## config.mk

```make
export PLATFORM = sky130hd
export DESIGN_NAME = pipeline_hazard_controller
export DESIGN_NICKNAME = d
export VERILOG_FILES = /design/src/rtl/pipeline_hazard_controller.sv
export SDC_FILE = /design/constraint.sdc
export NUM_CORES = 1
export LEC_CHECK = 0
export CAP_MARGIN = 0
export CELL_PAD_IN_SITES_DETAIL_PLACEMENT = 1
export CELL_PAD_IN_SITES_GLOBAL_PLACEMENT = 2
export CORE_ASPECT_RATIO = 0.8
export CORE_UTILIZATION = 31
export DETAILED_ROUTE_END_ITERATION = 16
export PLACE_DENSITY = 0.9
export SLEW_MARGIN = 20
export SYNTH_ARGS = -nofsm -noshare
export SYNTH_HDL_FRONTEND = slang
export SYNTH_SLANG_ARGS = --single-unit
export TNS_END_PERCENT = 50
```

## constraint.sdc

```tcl
create_clock -name clk -period 7 [get_ports clk]
set_input_delay 1.4 -clock clk [delete_from_list [all_inputs] [get_ports clk]]
set_output_delay 1.4 -clock clk [all_outputs]
set_load 0.03 [all_outputs]
```

## src/rtl/pipeline_hazard_controller.sv

```systemverilog
// rtl/pipeline_hazard_controller.sv - 5-stage pipeline stall/clear sequencing, EX forwarding and dmem wait FSM
// Debug counters track stall cycles and branch flush cycles.
module pipeline_hazard_controller #(
  parameter int MEM_TIMEOUT = 64,
  parameter int CNT_W       = 32
) (
  input  logic             clk,
  input  logic             rst_n,
  input  logic [4:0]       de_rs1,
  input  logic [4:0]       de_rs2,
  input  logic [4:0]       ex_rs1,
  input  logic [4:0]       ex_rs2,
  input  logic [4:0]       ex_rd,
  input  logic             ex_is_load,
  input  logic             ex_pc_src,
  input  logic [4:0]       mem_rd,
  input  logic             mem_reg_write,
  input  logic             mem_req,
  input  logic             dmem_ack,
  input  logic [4:0]       wb_rd,
  input  logic             wb_reg_write,
  output logic             if_stall,
  output logic             de_stall,
  output logic             ex_stall,
  output logic             mem_stall,
  output logic             de_clear,
  output logic             ex_clear,
  output logic             wb_clear,
  output logic [1:0]       forward_a,
  output logic [1:0]       forward_b,
  output logic             mem_timeout_err,
  output logic [CNT_W-1:0] stall_count,
  output logic [CNT_W-1:0] flush_count
);

  typedef enum logic [1:0] {
    ST_RUN,
    ST_MEM_WAIT,
    ST_MEM_ERR
  } state_t;

  localparam int WAIT_W = $clog2(MEM_TIMEOUT) + 1;
  localparam logic [WAIT_W-1:0] WAIT_LAST = WAIT_W'(MEM_TIMEOUT - 1);

  state_t             state_q, state_d;
  logic [WAIT_W-1:0]  wait_cnt_q, wait_cnt_d;
  logic [CNT_W-1:0]   stall_count_q, stall_count_d;
  logic [CNT_W-1:0]   flush_count_q, flush_count_d;

  logic mem_freeze;
  logic load_use;

  // MEM result is younger than WB, so it takes priority.
  function automatic logic [1:0] fwd_sel(input logic [4:0] rs);
    if (mem_reg_write && (mem_rd != 5'd0) && (mem_rd == rs)) begin
      return 2'b10;
    end else if (wb_reg_write && (wb_rd != 5'd0) && (wb_rd == rs)) begin
      return 2'b01;
    end
    return 2'b00;
  endfunction

  always_comb begin
    load_use   = ex_is_load && (ex_rd != 5'd0) && ((ex_rd == de_rs1) || (ex_rd == de_rs2));
    mem_freeze = ((state_q == ST_RUN) && mem_req && !dmem_ack) ||
                 (state_q == ST_MEM_WAIT) || (state_q == ST_MEM_ERR);
  end

  always_comb begin
    if_stall  = 1'b0;
    de_stall  = 1'b0;
    ex_stall  = 1'b0;
    mem_stall = 1'b0;
    de_clear  = 1'b0;
    ex_clear  = 1'b0;
    wb_clear  = 1'b0;
    forward_a = 2'b00;
    forward_b = 2'b00;
    if (rst_n) begin
      forward_a = fwd_sel(ex_rs1);
      forward_b = fwd_sel(ex_rs2);
      // Freeze defers branch and load-use; WB gets a bubble so nothing writes twice.
      if (mem_freeze) begin
        if_stall  = 1'b1;
        de_stall  = 1'b1;
        ex_stall  = 1'b1;
        mem_stall = 1'b1;
        wb_clear  = 1'b1;
      end else if (ex_pc_src) begin
        de_clear = 1'b1;
        ex_clear = 1'b1;
      end else if (load_use) begin
        if_stall = 1'b1;
        de_stall = 1'b1;
        ex_clear = 1'b1;
      end
    end
  end

  always_comb begin
    state_d    = state_q;
    wait_cnt_d = wait_cnt_q;
    unique case (state_q)
      ST_RUN: begin
        if (mem_req && !dmem_ack) begin
          state_d    = ST_MEM_WAIT;
          wait_cnt_d = {{(WAIT_W-1){1'b0}}, 1'b1};
        end
      end
      ST_MEM_WAIT: begin
        if (dmem_ack) begin
          state_d    = ST_RUN;
          wait_cnt_d = '0;
        end else if (wait_cnt_q == WAIT_LAST) begin
          state_d = ST_MEM_ERR;
        end else begin
          wait_cnt_d = wait_cnt_q + 1'b1;
        end
      end
      ST_MEM_ERR: begin
        state_d = ST_MEM_ERR;
      end
      default: begin
        state_d    = ST_RUN;
        wait_cnt_d = '0;
      end
    endcase
  end

  always_comb begin
    stall_count_d = stall_count_q + {{(CNT_W-1){1'b0}}, if_stall};
    flush_count_d = flush_count_q + {{(CNT_W-1){1'b0}}, de_clear};
  end

  always_ff @(posedge clk or negedge rst_n) begin
    if (!rst_n) begin
      state_q       <= ST_RUN;
      wait_cnt_q    <= '0;
      stall_count_q <= '0;
      flush_count_q <= '0;
    end else begin
      state_q       <= state_d;
      wait_cnt_q    <= wait_cnt_d;
      stall_count_q <= stall_count_d;
      flush_count_q <= flush_count_d;
    end
  end

  assign mem_timeout_err = (state_q == ST_MEM_ERR);
  assign stall_count     = stall_count_q;
  assign flush_count     = flush_count_q;

endmodule

```

# After elaboration in Yosys (flattened, before gate mapping)
# Index checks and enable logic that the tools add are counted.
# classes
muxes	34
n_bitwise	1
n_eq_ne	12
reduce_logical	21
add_sub_neg	3
# ops
cell	count
32-bit by 1-bit adder with 32-bit output	2
5-bit equality test	6
2-bit 2-to-1 mux	11
7-bit 2-to-1 mux	3
7-bit case mux with 3 select lines	1
1-bit 2-to-1 mux	18
5-bit nonzero test	3
1-bit logical AND	11
7-bit by 1-bit adder with 7-bit output, second input constant	1
7-bit by 6-bit equality test with 1-bit output, second input constant	1
2-bit case mux with 3 select lines	1
1-bit logical OR	3
3-bit by 2-bit != test with 1-bit output, second input constant	1
3-bit != test, second input constant	1
3-bit AND reduction	1
2-bit by 1-bit equality test with 1-bit output, second input constant	1
2-bit equality test, second input constant	1
2-bit logical NOT	1
2-bit by 1-bit != test with 1-bit output, second input constant	1
2-bit AND reduction	1
1-bit logical NOT	1
1-bit inverter	1
# totals
input_bits	43
word_cells	75
output_inout_bits	76
register_bits	73

# Logic depth before layout (Yosys ltp)
# Gate-level depths: netlist of the first run.
# logic_depth
depth_word	8
depth_mapped	12
mapped_depth_nobuf	10

# Least setup slack after synthesis of the first run
# Ideal clock, no wire load.
# synth_path
kind	input -> output
startpoint	input port mem_rd[1]
endpoint	output port forward_b[0]
arrival_time_ns	3.195
path_slack_ns	2.405
required_time_ns	5.600
path_buffers	0
cell_stages	4
path_cell_list	or4_1 > o21ai_0 > nor4_1 > nor4_1
# synth_via
elab_chain_cells	7
elab_cells_between_ends	9
classes_between	eq/ne (1); mux (5); reduce/logical (3)
# synth_lines
item	line_no	text
start: declaration	16	input logic [4:0] mem_rd,
5-bit nonzero test	55	if (mem_reg_write && (mem_rd != 5'd0) && (mem_rd == rs)) begin
1-bit logical AND	55	
1-bit logical AND (*)	55	
1-bit 2-to-1 mux	55	
1-bit 2-to-1 mux	79	if (rst_n) begin
2-bit 2-to-1 mux (*)	60	return 2'b00;
2-bit 2-to-1 mux (*)	79	
end: declaration	30	output logic [1:0] forward_b,
# Every way passes the cells marked *; elsewhere a longest branch is shown, timed or not. The select of a mux whose other input is x is not followed.

# Worst setup path after layout of the first run
# Ends and elaborated chain as after synthesis.

==> metrics.md, run 1 <==
| Metric | Value |
|---|---|
| Status | `finished, final reports clean` |
| Post-CTS Setup Inserts | `0` |
| Startpoint type of the worst setup path | `input pin` |
| Power Total | `0.00114 W` |
| Critical R2R Launch | `state_q[0]` |
| CP top delay family | `buffers and inverters` |
| Pin count of the biggest net entering global routing | `48` |
| Multi-input gate area | `1940 sq um` |
| CP required | `5.60 ns` |
| CTS Root Cell | `clkbuf_16` |
| Layout cell share with drive strength beyond 1 | `7.85%` |
| Synth area leaders | `dfrtp_1 47%, xor2_1 11%, xnor2_1 9.1%` |
| Row count | `36` |
| Worst Hold Path Cells | `1` |
| FF-to-FF path depth | `10` |
| First-pass GRT wire length | `17.5 mm` |
| Syn Inst Count | `358` |
| Die Height | `102 um` |
| Crit Path Category | `in2out` |
| Top cell type's share of synthesized area | `47.5%` |
| Post-layout minimum cycle time | `5.20 ns` |
| Die area | `12900 sq um` |
| Synth Net Count | `406` |
| Register area | `1830 sq um` |
| Routed wire length per instance | `16.3 um` |
| Worst R2R End | `flush_count[30]` |
| GP Congestion | `0.780` |
| Vias per std cell | `4.92` |
| H-tree depth | `3` |
| Critical Path Max Stage Delay | `0.73 ns` |
| Final #Nets | `528` |
| Total iterations of the first detailed-routing run | `4` |
| CP Max Fanout | `3` |
| Residual DRC | `0` |
| Min-Delay Startpoint | `flush_count[31]` |
| Final WL | `10.4 mm` |
| Buf/Inv on CP | `2` |
| CTS hold repair buffers | `0` |
| Clock-pin transition on the worst setup and hold timing paths | `0.06 ns` |
| Setup TNS | `0 ns` |
| Initial drt markers | `126` |
| HP Class | `reg2reg` |
| Crit path DAT | `3.80 ns` |
| Yosys warns | `0` |
| Fillers | `1313` |
| Cells along the critical path | `clkdlybuf4s50_1 > or4_1 > o21ai_0 > nor4_1 > nor4_1 > clkdlybuf4s50_1` |
| Number of max-cap violations | `0` |
| DR vias | `3132` |
| Core Box Area | `12100 sq um` |
| Setup Skew | `0.00486 ns` |
| Peak Freq | `192 MHz` |
| Reg2reg setup slack | `3.88 ns` |
| Synth Cell Area | `3850 sq um` |
| Initial antenna violation count | `0` |
| Unrepaired setup endpoints after global routing | `no` |
| Antenna viol nets, final | `0` |
| Final setup violation count | `0` |
| Post-CTS sizing | `0` |
| Number of synthesized flops with an enable pin | `0` |
| Syn Area/Cell | `10.7 sq um` |
| Chip width | `127 um` |
| CP max-delay cell | `clkdlybuf4s50_1` |
| P_leak | `2.32 nW` |
| GRT Resource Usage Total | `17.3%` |
| Starting Density | `31.8%` |
| Library cell with the largest summed area after synthesis | `dfrtp_1` |
| I/O pin count | `119` |
| GRT overflow | `0` |
| HPWL Detailed | `7.87 mm` |
| Number of antenna diodes | `0` |
| CTS Buf Count | `9` |
| Register area share after synthesis | `47.5%` |
| Worst slew pin tran | `0.772 ns` |
| Top FF cell, synth | `dfrtp_1` |
| Clock Latency Late Sink | `0.32 ns` |
| End of the worst hold path | `flush_count[31]` |
| Fin. Hold Viols | `0` |
| Max-slew violations | `0` |
| Clock tree buffer depth | `2` |
| Flops & latches, synth | `73` |
| PD cells | `210 nW/um^2` |
| Slew headroom | `48.1%` |
| Vias in the first global route | `3304` |
| VDD IR max | `97.5 uV` |
| Clock sink count | `73` |
| CTS tree | `done` |
| Async set-reset flop share out of synthesis | `100%` |
| IO Port Bufs | `118` |
| Area growth, synth to finish | `41.4%` |
| Period Utilization, post-route | `74.3%` |
| CP endpoint kind | `primary output` |
| Yosys cell types | `41` |
==> metal layers <==
layer | vias up | part of all wire [%] | GRT usage, % | wire, um
li1 | 1509 | - | - | -
met5 | - | 0 | 0 | 0
met4 | 0 | 0.90 | 3.99 | 94
met2 | 66 | 49 | 29.3 | 5110
met3 | 8 | 4.5 | 4.23 | 465
met1 | 1549 | 45 | 22.3 | 4720
==> cells in the final DEF (no fill, tap or decap), drive strengths merged, types with 8 or more instances in the layout <==
| master | netlist | final |
|---|---|---|
| dfrtp | 73 | 73 |
| nand3 | 31 | 31 |
| xnor2 | 40 | 40 |
| nor3 | 22 | 22 |
| and3 | 8 | 8 |
| clkbuf | 3 | 11 |
| clkdlybuf4s50 | 0 | 117 |
| nand2 | 25 | 25 |
| xor2 | 50 | 50 |
| nor4 | 8 | 8 |
| inv | 8 | 8 |
| nor2 | 14 | 14 |
| nand4 | 14 | 14 |
==> sequential cells by signal, summed over array words and instances (netlist names) <==
| register | cells |
|---|---|
| state_q | 2 |
| flush_count | 32 |
| wait_cnt_q | 7 |
| stall_count | 32 |
==> logic make-up (layout without fill, tap and decap cells) <==
group	Yosys count	in the layout	share of synthesized area (%)
compound gates	27	27	4.65
xor+xnor	90	90	20.5
fa+ha+maj	5	5	1.63
buf+inv	17	143	2.37
flops	73	73	47.5
simple gates	146	146	23.4
==> synthesized netlist by cell type (all sizes together) (5+ instances only) <==
library cell and instances:
nand3 31, xnor2 40, xor2 50, dfrtp 73, and2 6, nor3 22, buf 6, ha 5
inv 8, nor4 8, nor2 14, nand4 14, and3 8, or4 7, nand2 25, o21ai 7
==> worst register-to-register path, cell delays in order, from the launching register on <==
cell and delay, ns:
dfrtp_1 0.45, or2_2 0.29, o21ai_0 0.38, nand3_1 0.16, inv_1 0.11, ha_1 0.18
ha_1 0.21, nand2_1 0.15, or4_1 0.70, nor3_2 0.26, xor2_1 0.16
==> through the flow <==
stage | cell area [sq um] | setup WS [ns] | hold WS (ns) | instances | util, %
floorplan | 3850 | 2.40 | 0.460 | 358 | -
global placement | 5180 | 1.86 | 0.456 | 621 | 42.7
detailed placement | 5180 | 1.78 | 0.462 | 621 | 42.7
CTS | 5440 | 1.78 | 0.472 | 636 | 44.9
global route | 5440 | 1.69 | 0.481 | 636 | 44.9
finish | 5440 | 1.80 | 0.471 | 636 | 44.9
==> cell type report <==
type / instances / area share (%)
repair buffers: 120 / 21.9
inverters: 8 / 0.552
flip-flops and latches: 73 / 33.6
multi-input cells: 268 / 35.6
clock inverters: 4 / 0.368
clock buffers: 11 / 4.46
well taps: 152 / 3.50
==> power breakdown <==
part	leakage (nW)	switching (W)	total (W)	internal (W)
Combinational	1.20	0.000134	0.000238	0.000105
Sequential	0.982	0.0000422	0.000497	0.000455
Clock	0.135	0.000163	0.000408	0.000245
Total	2.32	0.000339	0.00114	0.000804
==> how the worst max path moves through the flow <==
stage	startpoint	to	cells after the start
after floorplan	mem_rd[1]	forward_b[0]	4
after global placement	mem_rd[1]	forward_b[0]	6
after detailed placement	mem_rd[1]	forward_b[0]	6
after CTS	mem_rd[1]	forward_b[0]	6
after global routing	mem_rd[1]	forward_b[0]	6
final	mem_rd[1]	forward_b[0]	6
No activity file was read; power rests on OpenSTA's default activity.
==> run 2: changes to the inputs <==
--- a/config.mk
+++ b/config.mk
@@ -9,9 +9,9 @@
 export CELL_PAD_IN_SITES_DETAIL_PLACEMENT = 1
 export CELL_PAD_IN_SITES_GLOBAL_PLACEMENT = 2
 export CORE_ASPECT_RATIO = 0.8
-export CORE_UTILIZATION = 31
+export CORE_UTILIZATION = 29
 export DETAILED_ROUTE_END_ITERATION = 16
-export PLACE_DENSITY = 0.9
+export PLACE_DENSITY = 0.85
 export SLEW_MARGIN = 20
 export SYNTH_ARGS = -nofsm -noshare
 export SYNTH_HDL_FRONTEND = slang
==> constraint.sdc (replaced) <==
create_clock -name clk -period 4.9 [get_ports clk]
set_input_delay 0.98 -clock clk [delete_from_list [all_inputs] [get_ports clk]]
set_output_delay 0.98 -clock clk [all_outputs]
set_load 0.03 [all_outputs]
==> run 2 against run 1 <==
Net effect:
- combinational power grew 45%
- global-route usage decreased by 1.2 points
- non-clock buffer count is 1 higher
- register-to-register slack worse by 2.3 ns
- final area up 0.69%
- clock-buffer cell count rose by 1
- critical endpoint unchanged
==> metrics.md, run 2 (synthesized netlist as in run 1, its figures left out) <==
| Metric | Value |
|---|---|
| Status | `finished, final reports clean` |
| Crit Path Category | `in2out` |
| Worst R2R End | `flush_count[30]` |
| Post-CTS sizing | `0 (unchanged)` |
| Critical R2R Launch | `state_q[0]` |
| HPWL Detailed | `7.85 mm (-0.27%)` |
| Peak Freq | `232 MHz` |
| Setup Skew | `0.00768 ns (+0.00281 ns)` |
| CP required | `3.92 ns (-1.68 ns)` |
| Crit path DAT | `3.33 ns (-0.47 ns)` |
| Worst Hold Path Cells | `1 (unchanged)` |
| Period Utilization, post-route | `87.9%` |
| Initial antenna violation count | `0 (unchanged)` |
| CP endpoint kind | `primary output` |
| Reg2reg setup slack | `1.62 ns (-2.26 ns)` |
| Area growth, synth to finish | `42.3%` |
| Die Height | `105 um (+3.3%)` |
| CTS hold repair buffers | `0 (unchanged)` |
| Final WL | `10.3 mm (-1.2%)` |
| IO Port Bufs | `118 (unchanged)` |
| Max-slew violations | `0 (unchanged)` |
| Setup TNS | `0 ns (unchanged)` |
| CTS Buf Count | `9 (unchanged)` |
| End of the worst hold path | `flush_count[31]` |
| Worst slew pin tran | `0.787 ns (+0.0145 ns)` |
| Number of antenna diodes | `0 (unchanged)` |
| Fillers | `1418 (+8.0%)` |
| Initial drt markers | `89 (-29%)` |
| Register area | `1830 sq um (unchanged)` |
| Clock sink count | `73 (unchanged)` |
| H-tree depth | `3 (unchanged)` |
| Vias in the first global route | `3344 (+1.2%)` |
| P_leak | `2.32 nW (about the same)` |
| Final setup violation count | `0 (unchanged)` |
| Starting Density | `29.8% (-2.0 points)` |
| FF-to-FF path depth | `10 (unchanged)` |
| VDD IR max | `143 uV (+47%)` |
| CTS Root Cell | `clkbuf_16` |
| Slew headroom | `47.1% (-0.97 points)` |
| Pin count of the biggest net entering global routing | `40 (-17%)` |
| First-pass GRT wire length | `17.3 mm (-1.1%)` |
| Row count | `37 (+2.8%)` |
| Layout cell share with drive strength beyond 1 | `7.84% (-0.016 points)` |
| GP Congestion | `0.796 (+2.0%)` |
| Cells along the critical path | `clkdlybuf4s50_1 > or4_1 > o21ai_0 > nor4_1 > nor4_1 > clkdlybuf4s50_1` |
| CP Max Fanout | `3 (unchanged)` |
| Antenna viol nets, final | `0 (unchanged)` |
| Final #Nets | `529 (+0.19%)` |
| Min-Delay Startpoint | `flush_count[31]` |
| DR vias | `3180 (+1.5%)` |
| Multi-input gate area | `1940 sq um (unchanged)` |
| GRT Resource Usage Total | `16.0% (-1.2 points)` |
| Unrepaired setup endpoints after global routing | `no` |
| GRT overflow | `0 (unchanged)` |
| Vias per std cell | `4.82 (-2.2%)` |
| Core Box Area | `12900 sq um (+6.6%)` |
| Number of max-cap violations | `0 (unchanged)` |
| CP max-delay cell | `clkdlybuf4s50_1` |
| Routed wire length per instance | `15.5 um (-4.8%)` |
| Startpoint type of the worst setup path | `input pin` |
| Chip width | `131 um (+3.3%)` |
| Most common cell after layout, fill and taps aside | `clkdlybuf4s50_1` |
| Post-layout minimum cycle time | `4.31 ns` |
| Clock Latency Late Sink | `0.33 ns (about the same)` |
| Post-layout util | `42.4% (-2.5 points)` |
| CTS tree | `done` |
| PD cells | `300 nW/um^2 (+43%)` |
| Most frequent cells in the layout | `117 x clkdlybuf4s50_1, 73 x dfrtp_1, 50 x xor2_1` |
| I/O pin count | `119 (unchanged)` |
| Fin. Hold Viols | `0 (unchanged)` |
| Total iterations of the first detailed-routing run | `4 (unchanged)` |
| Clock-pin transition on the worst setup and hold timing paths | `0.06 ns (about the same)` |
| Clock tree buffer depth | `2 (unchanged)` |
| Power Total | `0.00165 W (+44%)` |
| Post-CTS Setup Inserts | `0 (unchanged)` |
| Critical Path Max Stage Delay | `0.72 ns (about the same)` |
| HP Class | `reg2reg` |
| Residual DRC | `0 (unchanged)` |
| Die area | `13700 sq um (+6.8%)` |
run 2: layout make-up:
class	count	share of cell area [%]
multi-input cells	268	35.3
flip-flops and latches	73	33.4
repair buffers	121	21.9
clock buffers	12	4.50
well taps	175	4.00
inverters	8	0.548
clock inverters	3	0.320
run 2: metrics by stage:
step	setup WS, ns	std cells	hold WS, ns	instance area (sq um)
after floorplan	1.14	358	0.460	3850
after global placement	0.597	645	0.455	5210
after detailed placement	0.594	645	0.466	5210
after CTS	0.595	660	0.484	5480
after global routing	0.434	660	0.493	5480
final	0.591	660	0.474	5480
run 2: power by group:
group	internal [W]	total [W]	leakage, nW	switching (W)
Clock	0.000352	0.000593	0.128	0.000241
Sequential	0.000649	0.000708	0.982	0.0000585
Combinational	0.000150	0.000344	1.21	0.000194
run 2: worst max path at each step:
| stage | start | to | slack [ns] |
|---|---|---|---|
| after floorplan | mem_rd[1] | forward_b[0] | 1.14 |
| after global placement | mem_rd[1] | forward_b[0] | 0.60 |
| after detailed placement | mem_rd[1] | forward_b[0] | 0.59 |
| after CTS | mem_rd[1] | forward_b[0] | 0.59 |
| after global routing | mem_rd[1] | forward_b[0] | 0.43 |
| final | mem_rd[1] | forward_b[0] | 0.59 |
run 2: worst max-delay path: cells and delay by family:
family | cells | cell delay (ns)
AOI/OAI and AO/OA | 1 | 0.22
buffers and inverters | 2 | 1.18
and+or+nand+nor | 3 | 0.94
run 2: routing by layer:
metal	global-route usage (%)	up-vias	wire (um)
met2	26.2	52	5120
met3	3.74	11	335
met4	3.78	0	114
met5	0	-	0
li1	-	1500	-
met1	21.3	1617	4700
==> run 3: changes to the inputs <==
--- a/config.mk
+++ b/config.mk
@@ -12,6 +12,7 @@
 export CORE_UTILIZATION = 29
 export DETAILED_ROUTE_END_ITERATION = 16
 export PLACE_DENSITY = 0.85
+export RECOVER_POWER = 100
 export SLEW_MARGIN = 20
 export SYNTH_ARGS = -nofsm -noshare
 export SYNTH_HDL_FRONTEND = slang
==> run 3 against run 2 <==
Net effect:
- the flow now finishes with violations (max-capacitance violations, max-slew violations)
- sequential power barely moved
- clock-buffer cell count did not move
- combinational power fell by 6%
- final area fell by 2.0%
- die area did not move
- register-to-register slack improved by 0.02 ns
- critical path depth did not move
- global-route usage did not move
- sequential cell count did not move
- routed wire length rose by 0.47%
- power fell by 1.3%
- first-iteration DRC count rose by 10%
==> metrics.md, run 3 (synthesized netlist as in run 1, its figures left out) <==
| Metric | Value |
|---|---|
| Status | `finished, violations left` |
| Failing checks | `max-capacitance violations, max-slew violations` |
| Setup Skew | `0.00725 ns (-0.000429 ns)` |
| CTS hold repair buffers | `0 (unchanged)` |
| H-tree depth | `3 (unchanged)` |
| Cells along the critical path | `clkdlybuf4s50_1 > or4_1 > o21ai_0 > nor4_1 > nor4_1 > dlygate4sd3_1` |
| Crit Path Category | `in2out` |
| Core Box Area | `12900 sq um (unchanged)` |
| PD cells | `303 nW/um^2 (+0.79%)` |
| Die area | `13700 sq um (unchanged)` |
| Final #Nets | `529 (unchanged)` |
| Clock tree buffer depth | `2 (unchanged)` |
| Period Utilization, post-route | `88.8% (+0.84 points)` |
| First-pass GRT wire length | `17.3 mm (unchanged)` |
| Clock-pin transition on the worst setup and hold timing paths | `0.06 ns (about the same)` |
| Setup TNS | `0 ns (unchanged)` |
| Residual DRC | `0 (unchanged)` |
| Clock power share | `36.5% (+0.4 points)` |
| Starting Density | `29.8% (unchanged)` |
| Slew headroom | `-45.6% (-93 points)` |
| CP Launch Point | `mem_rd[1]` |
| Number of max-cap violations | `1 (+1)` |
| I/O pin count | `119 (unchanged)` |
| Crit path DAT | `3.37 ns (+0.04 ns)` |
| Post-CTS Setup Inserts | `0 (unchanged)` |
| Worst slew pin tran | `2.18 ns (+1.40 ns)` |
| Startpoint type of the worst setup path | `input pin` |
| Routed wire length per instance | `15.6 um (+0.47%)` |
| Clock Latency Late Sink | `0.32 ns (about the same)` |
| Area growth, synth to finish | `39.4%` |
| Initial drt markers | `98 (+10%)` |
| Sw Share | `30.2% (+0.21 points)` |
| Number of antenna diodes | `0 (unchanged)` |
| Max-slew violations | `40 (+40)` |
| Critical R2R Launch | `state_q[0]` |
| Final setup violation count | `0 (unchanged)` |
| Chip width | `131 um (unchanged)` |
| CP required | `3.92 ns (about the same)` |
| HPWL Detailed | `7.85 mm (unchanged)` |
| Die Height | `105 um (unchanged)` |
| Layout cell share with drive strength beyond 1 | `3.92% (-3.9 points)` |
| Antenna viol nets, final | `0 (unchanged)` |
| Worst slack, placed | `0.594 ns (unchanged)` |
| Final WL | `10.3 mm (+0.47%)` |
| Min-Delay Startpoint | `flush_count[31]` |
| Initial antenna violation count | `0 (unchanged)` |
| Row count | `37 (unchanged)` |
| VDD IR max | `143 uV (-0.56%)` |
| Worst Hold Path Cells | `1 (unchanged)` |
| Most frequent cells in the layout | `79 x dlygate4sd3_1, 73 x dfrtp_1, 50 x xor2_1` |
| Net Sw Power | `0.000491 W (-0.56%)` |
| CP max-delay cell | `dlygate4sd3_1` |
| IO Port Bufs | `118 (unchanged)` |
| Final WS setup | `0.550 ns (-0.0411 ns)` |
| P_leak | `2.51 nW (+8.1%)` |
| GRT overflow | `0 (unchanged)` |
| CP endpoint kind | `primary output` |
| CTS Root Cell | `clkbuf_16` |
| DR vias | `3166 (-0.44%)` |
| Total iterations of the first detailed-routing run | `4 (unchanged)` |
| Pint | `0.00113 W (-1.6%)` |
| Peak Freq | `230 MHz (-0.95%)` |
| Clock sink count | `73 (unchanged)` |
| Logic gate share of total power | `20.0% (-0.9 points)` |
| Pin count of the biggest net entering global routing | `40 (unchanged)` |
| CTS tree | `done` |
| Fillers | `1433 (+1.1%)` |
| GP Congestion | `0.796 (unchanged)` |
| Vias in the first global route | `3344 (unchanged)` |
| Post-CTS sizing | `0 (unchanged)` |
| GRT Resource Usage Total | `16.0% (unchanged)` |
| CTS Buf Count | `9 (unchanged)` |
| Most common cell after layout, fill and taps aside | `dlygate4sd3_1` |
| FF-to-FF path depth | `10 (unchanged)` |
| HP Class | `reg2reg` |
| Flop pwr share | `43.5% (+0.5 points)` |
| Vias per std cell | `4.80 (-0.44%)` |
| Post-layout minimum cycle time | `4.35 ns (+0.0411 ns)` |
| Critical Path Max Stage Delay | `0.78 ns (+0.06 ns)` |
| Unrepaired setup endpoints after global routing | `no` |
| CP Max Fanout | `3 (unchanged)` |
| CP most frequent cell | `nor4_1` |
| Fin. Hold Viols | `0 (unchanged)` |
[run 3: changes by cell type in the layout (fill, tap and decap cells not counted), sizes merged]
| cell | delta |
|---|---|
| buf | -3 |
| clkbuf | +3 |
| dlygate4sd3 | +79 |
| clkdlybuf4s50 | -79 |
[run 3: final cells by class]
type	instances	area, sq um	share of cell area (%)
clock inverter	3	17.5	0.326
multi-input combinational	268	1840	34.2
tap	175	219	4.08
clock buffer	12	246	4.59
inverter	8	30.0	0.560
timing repair buffer	121	1190	22.2
sequential	73	1830	34.0
[run 3: through the flow]
stage | instance area [sq um] | hold slack, ns | total power, W | std cells | utilization, %
after floorplan | 3850 | 0.460 | 0.000879 | 358 | -
after global placement | 5210 | 0.455 | 0.00106 | 645 | 40.4
after detailed placement | 5210 | 0.466 | 0.00107 | 645 | 40.4
after CTS | 5480 | 0.484 | 0.00168 | 660 | 42.4
after global routing | 5370 | 0.493 | 0.00170 | 660 | 41.5
final | 5370 | 0.470 | 0.00162 | 660 | 41.5
[run 3: routing by layer]
metal,global-route usage (%),share of wire [%],vias to the layer above
met2,26.2,49,51
li1,-,-,1492
met3,3.74,3.1,10
met4,3.78,1.0,0
met1,21.3,46,1613
met5,0,0,-
[run 3: critical path, delay by kind of cell]
kind	cells	cell delay, ns
buffers and inverters	2	1.24
AO/OA/AOI/OAI	1	0.22
AND/OR/NAND/NOR	3	0.93
[run 3: worst paths after layout]
kind,endpoint,slack (ns)
min in group asynchronous,flush_count[5],0.86
setup reg to reg,flush_count[22],1.64
hold reg to reg,flush_count[31],0.47
setup / recovery,forward_b[0],0.55
hold / removal,flush_count[31],0.47
max in group asynchronous,flush_count[26],1.61
[run 3: power groups by stage]
stage	combinational [W]	sequential [W]	clock, W
finish	0.000325	0.000706	0.000593
global route	0.000348	0.000714	0.000640
CTS	0.000349	0.000709	0.000619
detailed placement	0.000348	0.000719	0
global placement	0.000341	0.000717	0
floorplan	0.0000859	0.000793	0
